**src/rtl/alert_ping_timer_if.sv**
```systemverilog
// Receiver-side bundle between the ping timer and its alert receivers.
// The master drives ping requests; the receivers answer with ping_ok and integrity status.
interface alert_ping_timer_if #(
  parameter int NumAlerts = 4
);
  logic [NumAlerts-1:0] ping_en_o;
  logic [NumAlerts-1:0] ping_ok_i;
  logic [NumAlerts-1:0] integ_fail_i;

  modport master (
    output ping_en_o,
    input  ping_ok_i,
    input  integ_fail_i
  );

  modport slave (
    input  ping_en_o,
    output ping_ok_i,
    output integ_fail_i
  );
endinterface

```
**src/rtl/alert_ping_timer.sv**
```systemverilog
// Round-robin ping scheduler for alert receivers, with ping timeout detection.
// It also keeps a sticky integrity-failure flag.
module alert_ping_timer #(
  parameter int NumAlerts = 4,
  parameter int CntW      = 16
) (
  input  logic                         clk_i,
  input  logic                         rst_i,
  input  logic                         en_i,
  input  logic [NumAlerts-1:0]         alert_en_i,
  input  logic [CntW-1:0]              wait_cyc_i,
  input  logic [CntW-1:0]              timeout_cyc_i,
  input  logic                         clr_i,
  alert_ping_timer_if.master           rx,
  output logic                         ping_fail_o,
  output logic [$clog2(NumAlerts)-1:0] fail_idx_o,
  output logic                         integ_fail_o
);

  localparam int IdxW = $clog2(NumAlerts);
  localparam logic [NumAlerts-1:0] OneLsb = NumAlerts'(1);

  typedef enum logic [1:0] {
    IDLE,
    WAIT,
    PING
  } state_e;

  state_e                state_q, state_d;
  logic [CntW-1:0]       cnt_q, cnt_d;
  logic [IdxW-1:0]       lastIdx_q, lastIdx_d;
  logic [NumAlerts-1:0]  pingEn_q, pingEn_d;
  logic                  pingFail_q, pingFail_d;
  logic [IdxW-1:0]       failIdx_q, failIdx_d;
  logic                  integFail_q, integFail_d;
  logic [CntW-1:0]       cntInc;
  logic [IdxW-1:0]       nextSel;

  // First enabled channel strictly after the last pinged one, wrapping to 0.
  function automatic logic [IdxW-1:0] nextIdx(input logic [IdxW-1:0] last,
                                              input logic [NumAlerts-1:0] mask);
    logic [IdxW-1:0] res;
    logic [IdxW-1:0] candIdx;
    logic            found;
    int              cand;
    res   = last;
    found = 1'b0;
    for (int k = 1; k <= NumAlerts; k++) begin
      cand = int'(last) + k;
      if (cand >= NumAlerts) cand = cand - NumAlerts;
      candIdx = IdxW'(cand);
      if (!found && mask[candIdx]) begin
        res   = candIdx;
        found = 1'b1;
      end
    end
    return res;
  endfunction

  assign cntInc  = (cnt_q == {CntW{1'b1}}) ? cnt_q : cnt_q + CntW'(1);
  assign nextSel = nextIdx(lastIdx_q, alert_en_i);

  always_comb begin
    state_d    = state_q;
    cnt_d      = cnt_q;
    lastIdx_d  = lastIdx_q;
    pingEn_d   = pingEn_q;
    pingFail_d = 1'b0;
    failIdx_d  = failIdx_q;

    if (!en_i) begin
      state_d  = IDLE;
      cnt_d    = '0;
      pingEn_d = '0;
    end else begin
      unique case (state_q)
        IDLE: begin
          pingEn_d = '0;
          if (|alert_en_i) begin
            state_d = WAIT;
            cnt_d   = '0;
          end
        end
        WAIT: begin
          pingEn_d = '0;
          if (cnt_q == wait_cyc_i) begin
            cnt_d = '0;
            if (|alert_en_i) begin
              state_d   = PING;
              lastIdx_d = nextSel;
              pingEn_d  = OneLsb << nextSel;
            end else begin
              state_d = IDLE;
            end
          end else begin
            cnt_d = cntInc;
          end
        end
        PING: begin
          // An answer or a disabled channel ends the ping quietly, even on the timeout cycle.
          if (rx.ping_ok_i[lastIdx_q] || !alert_en_i[lastIdx_q]) begin
            state_d  = WAIT;
            cnt_d    = '0;
            pingEn_d = '0;
          end else if (cnt_q == timeout_cyc_i) begin
            state_d    = WAIT;
            cnt_d      = '0;
            pingEn_d   = '0;
            pingFail_d = 1'b1;
            failIdx_d  = lastIdx_q;
          end else begin
            cnt_d = cntInc;
          end
        end
        default: begin
          state_d  = IDLE;
          cnt_d    = '0;
          pingEn_d = '0;
        end
      endcase
    end
  end

  assign integFail_d = (|(rx.integ_fail_i & alert_en_i)) | (integFail_q & ~clr_i);

  always_ff @(posedge clk_i) begin
    if (rst_i) begin
      state_q     <= IDLE;
      cnt_q       <= '0;
      lastIdx_q   <= IdxW'(NumAlerts - 1);
      pingEn_q    <= '0;
      pingFail_q  <= 1'b0;
      failIdx_q   <= '0;
      integFail_q <= 1'b0;
    end else begin
      state_q     <= state_d;
      cnt_q       <= cnt_d;
      lastIdx_q   <= lastIdx_d;
      pingEn_q    <= pingEn_d;
      pingFail_q  <= pingFail_d;
      failIdx_q   <= failIdx_d;
      integFail_q <= integFail_d;
    end
  end

  assign rx.ping_en_o  = pingEn_q;
  assign ping_fail_o   = pingFail_q;
  assign fail_idx_o    = failIdx_q;
  assign integ_fail_o  = integFail_q;

endmodule

```
**src/flat_wrapper.sv**
```systemverilog
// flat-port wrapper written by rule: the top's interface ports become plain ports
module alert_ping_timer_flat 
#(
  parameter int NumAlerts = 4,
  parameter int CntW      = 16
)
  (clk_i, rst_i, en_i, alert_en_i, wait_cyc_i, timeout_cyc_i, clr_i, ping_fail_o, fail_idx_o, integ_fail_o, rx_ping_en_o, rx_ping_ok_i, rx_integ_fail_i);
  alert_ping_timer_if #(.NumAlerts(NumAlerts)) rx_i ();
  input  logic clk_i;
  input  logic rst_i;
  input  logic en_i;
  input  logic [NumAlerts-1:0] alert_en_i;
  input  logic [CntW-1:0] wait_cyc_i;
  input  logic [CntW-1:0] timeout_cyc_i;
  input  logic clr_i;
  output logic ping_fail_o;
  output logic [$clog2(NumAlerts)-1:0] fail_idx_o;
  output logic integ_fail_o;
  output wire logic [$bits(rx_i.ping_en_o)-1:0] rx_ping_en_o;
  input wire logic [$bits(rx_i.ping_ok_i)-1:0] rx_ping_ok_i;
  input wire logic [$bits(rx_i.integ_fail_i)-1:0] rx_integ_fail_i;
  assign rx_ping_en_o = rx_i.ping_en_o;
  assign rx_i.ping_ok_i = rx_ping_ok_i;
  assign rx_i.integ_fail_i = rx_integ_fail_i;
  alert_ping_timer #(.NumAlerts(NumAlerts), .CntW(CntW)) u_core (.clk_i(clk_i), .rst_i(rst_i), .en_i(en_i), .alert_en_i(alert_en_i), .wait_cyc_i(wait_cyc_i), .timeout_cyc_i(timeout_cyc_i), .clr_i(clr_i), .rx(rx_i), .ping_fail_o(ping_fail_o), .fail_idx_o(fail_idx_o), .integ_fail_o(integ_fail_o));
endmodule
```
**config.mk**
```make
export PLATFORM = sky130hd
export DESIGN_NAME = alert_ping_timer_flat
export DESIGN_NICKNAME = d
export VERILOG_FILES = /design/src/rtl/alert_ping_timer_if.sv /design/src/rtl/alert_ping_timer.sv /design/src/flat_wrapper.sv
export SDC_FILE = /design/constraint.sdc
export NUM_CORES = 1
export LEC_CHECK = 0
export ABC_AREA = 1
export BUFFER_PORTS_ARGS = -buffer_cell sky130_fd_sc_hd__clkbuf_2
export CORE_MARGIN = 3
export CORE_UTILIZATION = 34
export DETAILED_ROUTE_END_ITERATION = 8
export RECOVER_POWER = 100
export SLEW_MARGIN = 15
export SYNTH_ARGS = -nofsm -noshare
export SYNTH_HDL_FRONTEND = slang
export SYNTH_SLANG_ARGS = --single-unit
```
**constraint.sdc**
```tcl
create_clock -name clk_i -period 1.5 [get_ports clk_i]
set_input_delay 0.15 -clock clk_i [delete_from_list [all_inputs] [get_ports clk_i]]
set_output_delay 0.15 -clock clk_i [all_outputs]
set_load 0.005 [all_outputs]
```
* Yosys cells after proc, flatten, opt, wreduce, memory -nomap -nowiden
Index checks and enable logic that the tools add are counted.
** Operators by class
- Add/sub/neg operators :: 9
- Magnitude comparators :: 9
- Equality and inequality tests :: 8
- Shifts and indexed selects :: 1
- Mux-type cells :: 41
- Bitwise logic cells :: 7
- Reductions and logical operators :: 16
** Operators with widths (number)
- 16-bit two-way mux :: 5
- 16-bit one-hot mux with 3 select lines :: 1
- 16-bit == test :: 2
- 2-bit two-way mux :: 13
- 16-bit by 1-bit adder with 16-bit output, second input constant :: 1
- 16-bit == test, second input constant :: 1
- 4-bit two-way mux :: 4
- 2-bit by 3-bit less-than comparator with 1-bit output, second input constant :: 5
- 1-bit binary-select mux with 2-bit select :: 6
- 4-bit OR reduction :: 3
- 1-bit two-way mux :: 10
- 3-bit >= comparator, second input constant :: 3
- 4-bit one-hot mux with 2 select lines :: 1
- 4-bit AND reduction :: 2
- 2-bit by 1-bit subtractor with 2-bit output, second input constant :: 4
- 2-bit by 2-bit adder with 3-bit output, second input constant :: 2
- 2-bit one-hot mux with 3 select lines :: 1
- 2-bit by 3-bit adder with 4-bit output, second input constant :: 1
- 4-bit AND :: 1
- 4-bit by 3-bit >= comparator with 1-bit output, second input constant :: 1
- 1-bit logical NOT :: 4
- 2-bit by 1-bit != test with 1-bit output, second input constant :: 2
- 1-bit NOT :: 4
- 1-bit by 2-bit << shifter with 4-bit output, first input constant :: 1
- 11 further kinds :: 13
** Storage, ports and cells
- Register bits :: 28
- Input port bits :: 48
- Output and inout bits :: 8
- Word-level logic and storage cells :: 98

* Logic depth before layout (Yosys ltp)
- Depth after elaboration :: 19
- Gate-level depth with buffers :: 14
- Gate-level depth less buffers :: 13

* Least setup slack after synthesis
No wires, ideal clock.
- Kind :: reg2reg
- Start :: register u_core.cnt_q[1]
- End :: register u_core.cnt_q[5]
- Library setup time :: 0.119 ns
- Data arrival time :: 1.468 ns
- Required time :: 1.381 ns
- Slack :: -0.087 ns
- Cell stages (with the launch flop) :: 12
- Path buffers :: 0
- Clock period less this slack :: 1.587 ns
- Cells stage by stage :: dfxtp_1 > ha_1 > nand2_1 > nor2_2 > nand2_2 > nor2_4 > nand3_4 > nand2_4 > inv_6 > nand2_4 > xor2_1 > nor2_1
** Between the ends
- Longest elaborated chain between the ends :: 5
- Elaborated cells between the ends (all ways) :: 9
- Classes of those cells :: add/sub: 1; eq/ne: 3; mux: 5
** Ends and longest elaborated chain
- start, declared :: RTL line alert_ping_timer.sv:30 : logic [CntW-1:0] cnt_q, cnt_d;
- start signal, assigned :: RTL line alert_ping_timer.sv:137 : cnt_q <= cnt_d;
- 16-bit by 1-bit adder with 16-bit output or 16-bit == test (tied branches) :: RTL line alert_ping_timer.sv:60 : assign cntInc = (cnt_q == {CntW{1'b1}}) ? cnt_q : cnt_q + CntW'(1);
- 16-bit two-way mux :: RTL line alert_ping_timer.sv:60
- 16-bit two-way mux :: RTL line alert_ping_timer.sv:105 : end else if (cnt_q == timeout_cyc_i) begin
- 16-bit two-way mux :: RTL line alert_ping_timer.sv:101 : if (rx.ping_ok_i[lastIdx_q] || !alert_en_i[lastIdx_q]) begin
- 16-bit one-hot mux with 3 select lines * :: RTL line alert_ping_timer.sv:76 : unique case (state_q)
Every way passes the cells marked *; elsewhere a longest branch is shown, timed or not.
A chain may end at the register's enable or synchronous reset.

* Worst setup path after layout
- Start :: register u_core.cnt_q[5]
- End :: register u_core.state_q[1]
** Between the ends
- Longest elaborated chain between the ends :: 3
- Elaborated cells between the ends (all ways) :: 5
- Classes of those cells :: eq/ne: 4; reduce/logical: 1
** Ends and longest elaborated chain
- 16-bit == test, on equally long branches :: RTL line alert_ping_timer.sv:105, alert_ping_timer.sv:86
- 3-bit by 1-bit != test with 1-bit output (no line) or 2-bit by 1-bit != test with 1-bit output (tied branches)
- 3-bit AND reduction (no line) *
- end signal, assigned :: RTL line alert_ping_timer.sv:136 : state_q <= state_d;
- end, declared :: RTL line alert_ping_timer.sv:29 : state_e state_q, state_d;
Marked as above.

==> results.sh <==
export IMPL_rsz0062_at_grt="true"
export IMPL_layout_commonest_cell="nand2_1"
export IMPL_ys_types=36
export IMPL_stdcell_area_um2=3890
export IMPL_synth_nets=502
export IMPL_clockRootBuffer="clkbuf_8"
export IMPL_ant_nets=0
export IMPL_overflow=0
export IMPL_synth_mux_area_frac=0
export IMPL_setup_violations=24
export IMPL_async_flop_share=0
export IMPL_netlist_instances=449
export IMPL_postPlaceCellArea_um2=3410
export IMPL_finClkSkew_ps=1.07
export IMPL_worst_r2r_cell_count=12
export IMPL_ctsHoldBuffers=0
export IMPL_power_frac_comb=0.203
export IMPL_drc_errors=0
export IMPL_synth_seq_cells=28
export IMPL_rows=30
export IMPL_clkTransAtPathRegs_ps=100
export IMPL_antennaDiodeCount=0
export IMPL_grt_pass1_wl_um=11800
export IMPL_clockPowerShare=0.366
export IMPL_hpwl_um=5890
export IMPL_first_global_vias=2729
export IMPL_gp_congestion=0.956
export IMPL_nets=633
export IMPL_syn_area_um2=2510
export IMPL_period_share=1.09
export IMPL_crit_arrival_ps=1810
export IMPL_grt_max_degree=17
export IMPL_avgRoutedWirePerCell_um=11.3
export IMPL_path_common_cell="nand2_1"
export IMPL_max_freq_ghz=0.613
export IMPL_dr_pass1_iters=4
export IMPL_grt_antenna_before_repair=0
export IMPL_die_x_um=91.9
export IMPL_critical_path_slowest_cell="dfxtp_4"
export IMPL_core_um2=6980
export IMPL_endpoint_kind="flip-flop"
export IMPL_die_area_um2=8450
export IMPL_cp_max_fo=3
export IMPL_synthFlopType="dfxtp_1"
export IMPL_synth_yosys_seq_area_share=0.223
export IMPL_synth_edf_count=0
export IMPL_clk_path_buf_depth=2
export IMPL_syn_to_final_growth_pct=55.1
export IMPL_max_vdd_ir_drop_mv=0.314
export IMPL_postSynthAreaPerCell_um2=5.59
export IMPL_pin_count=56
export IMPL_io_buffers=55
export IMPL_synth_simple_area_share=0.510
export IMPL_period_needed_ps=1630
export IMPL_drv_cap=0
export IMPL_drt_initial_drc_count=96
export IMPL_reg2reg_to="u_core.state_q[1]"
export IMPL_violations="setup timing"
export IMPL_cts_sinks=28
export IMPL_whs_ps=64.7
export IMPL_crit_chain="buf_6 > nand2_2 > nand2_1 > nor2_1 > nand2_1 > nor2_2 > nand2_2 > nand2_4 > nand3_4 > buf_6 > nand2_1 > a21oi_1"
export IMPL_sequentialPowerShare=0.431
export IMPL_hold_viol_final=0
export IMPL_synth_top_family_by_area="simple AND/OR/NAND/NOR gates"
export IMPL_slowest_delay_ps=370
export IMPL_stdcell_count=675
export IMPL_hold_start="rst_i"
export IMPL_cp_required_ps=1680
export IMPL_via_count=3086
export IMPL_synth_compound_area_frac=0.0737
export IMPL_switching_share=0.274
export IMPL_initial_utilization=0.360
export IMPL_slew_headroom=0.643
export IMPL_layout_common_cells="nand2_1 (165), buf_4 (66), inv_1 (60), clkbuf_2 (51), nor2_1 (28)"
export IMPL_p_sw_w=0.000467
export IMPL_synth_fa_ha_area_frac=0.0249
export IMPL_track_usage=0.169
export IMPL_r2r_setup_slack_ps=-130
export IMPL_h_tree_depth=1
export IMPL_final_util=0.558
export IMPL_crit_type="reg -> reg"
export IMPL_clk_latency_ps=290
export IMPL_cts_buffers=3
export IMPL_internal_power_w=0.00124
export IMPL_r2r_start="u_core.cnt_q[5]"
export IMPL_placed_cells_incl_taps=664
export IMPL_powerDensity_nw_per_um2=438
export IMPL_die_h_um=91.9
export IMPL_holdPathStages=2
export IMPL_drive_gt1_frac=0.421
export IMPL_outcome="finished with violations"
export IMPL_via_per_inst=4.57
export IMPL_start_kind="flip-flop"
export IMPL_yosys_area_share_xor_xnor=0.0274
export IMPL_hold_class="in -> reg"
export IMPL_cts_tree="yes"
export IMPL_power_w=0.00171
export IMPL_min_to="u_core.integ_fail_o"
export IMPL_worst_slew_pin_slew_ps=534
export IMPL_p_leak_nw=1.95
export IMPL_yosys_warnings=0
export IMPL_finalWorstSetupSlack_ps=-130
export IMPL_slew_viol_final=0
export IMPL_routed_wl_um=7650
[area by class of cell]
type / instances / area [um^2]
fillers: 740 / 3090
multi-input cells: 337 / 1890
repair buffers: 133 / 901
flip-flops and latches: 28 / 609
inverters: 77 / 303
well taps: 96 / 120
clock buffers: 3 / 41.3
clock inverters: 1 / 30.0
[through the flow]
step	worst slack (ps)	setup TNS (ps)
floorplan	-34.0	-41.3
global placement	-255	-4400
detailed placement	-330	-5830
CTS	-142	-2460
global route	-225	-4120
finish	-130	-2140
[power by group through the flow]
stage	Clock [W]	Combinational, W	Sequential (W)
2_1_floorplan	0	0.000156	0.000768
3_3_place_gp	0	0.000288	0.000768
3_5_place_dp	0	0.000295	0.000768
4_1_cts	0.000638	0.000322	0.000748
5_1_grt	0.000669	0.000386	0.000736
6_report	0.000625	0.000346	0.000735
[worst max-delay path, delay by kind of cell, from the launching register on]
family | cells | cell delay, ps
flops | 1 | 370
compound gates | 1 | 60
simple gates | 9 | 830
buf+inv | 2 | 250
[metal layers]
metal  track usage  wire length (um)  up-vias
met5             0                 0        -
met2         0.286              3700       54
met1         0.226              3600     1377
met4        0.0421               106        0
li1              -                 -     1648
met3        0.0221               251        7
[Yosys cell counts, types with 5 or more instances]
library cell,instances,area (um^2)
inv_1,62,233
nand3_1,27,135
nor2_2,6,37.5
nor2_1,38,143
a21oi_1,15,75.1
nand2_2,8,50.1
nand4_1,10,62.6
dfxtp_1,28,561
ha_1,5,62.6
inv_2,11,41.3
nand2_1,186,698
o21ai_0,8,40.0
xor2_1,6,52.6
[registers in the layout, summed over array words and instances (netlist names)]
register and flops:
u_core.lastIdx_q 2, u_core.rx.ping_en_o 4, u_core.ping_fail_o 1, u_core.integ_fail_o 1, u_core.fail_idx_o 2, u_core.cnt_q 16, u_core.state_q 2
[logic make-up after synthesis]
| kind of cell | after synthesis |
|---|---|
| xor gates and xnor gates | 7 |
| and+or+nand+nor | 292 |
| AOI/OAI and AO/OA | 32 |
| buffers and inverters | 85 |
| adders and majority gates | 5 |
| DFF | 28 |
[worst max-delay path by stage]
stage / startpoint / end / slack [ps]
2_1_floorplan: u_core.cnt_q[1] / u_core.cnt_q[5] / -30
3_3_place_gp: u_core.cnt_q[12] / u_core.cnt_q[8] / -260
3_5_place_dp: u_core.cnt_q[12] / u_core.cnt_q[6] / -330
4_1_cts: u_core.cnt_q[5] / u_core.state_q[1] / -140
5_1_grt: u_core.cnt_q[1] / u_core.cnt_q[3] / -230
6_report: u_core.cnt_q[5] / u_core.state_q[1] / -130
[repair_timing]
| action | CTS | global route |
|---|---|---|
| gates resized for setup | 47 | 64 |
| setup endpoints to repair | 27 | 27 |
| setup buffers | 5 | 4 |
| pin swaps | 24 | 31 |
| cloned | 1 | 0 |
(Power assumes the default switching activity.)
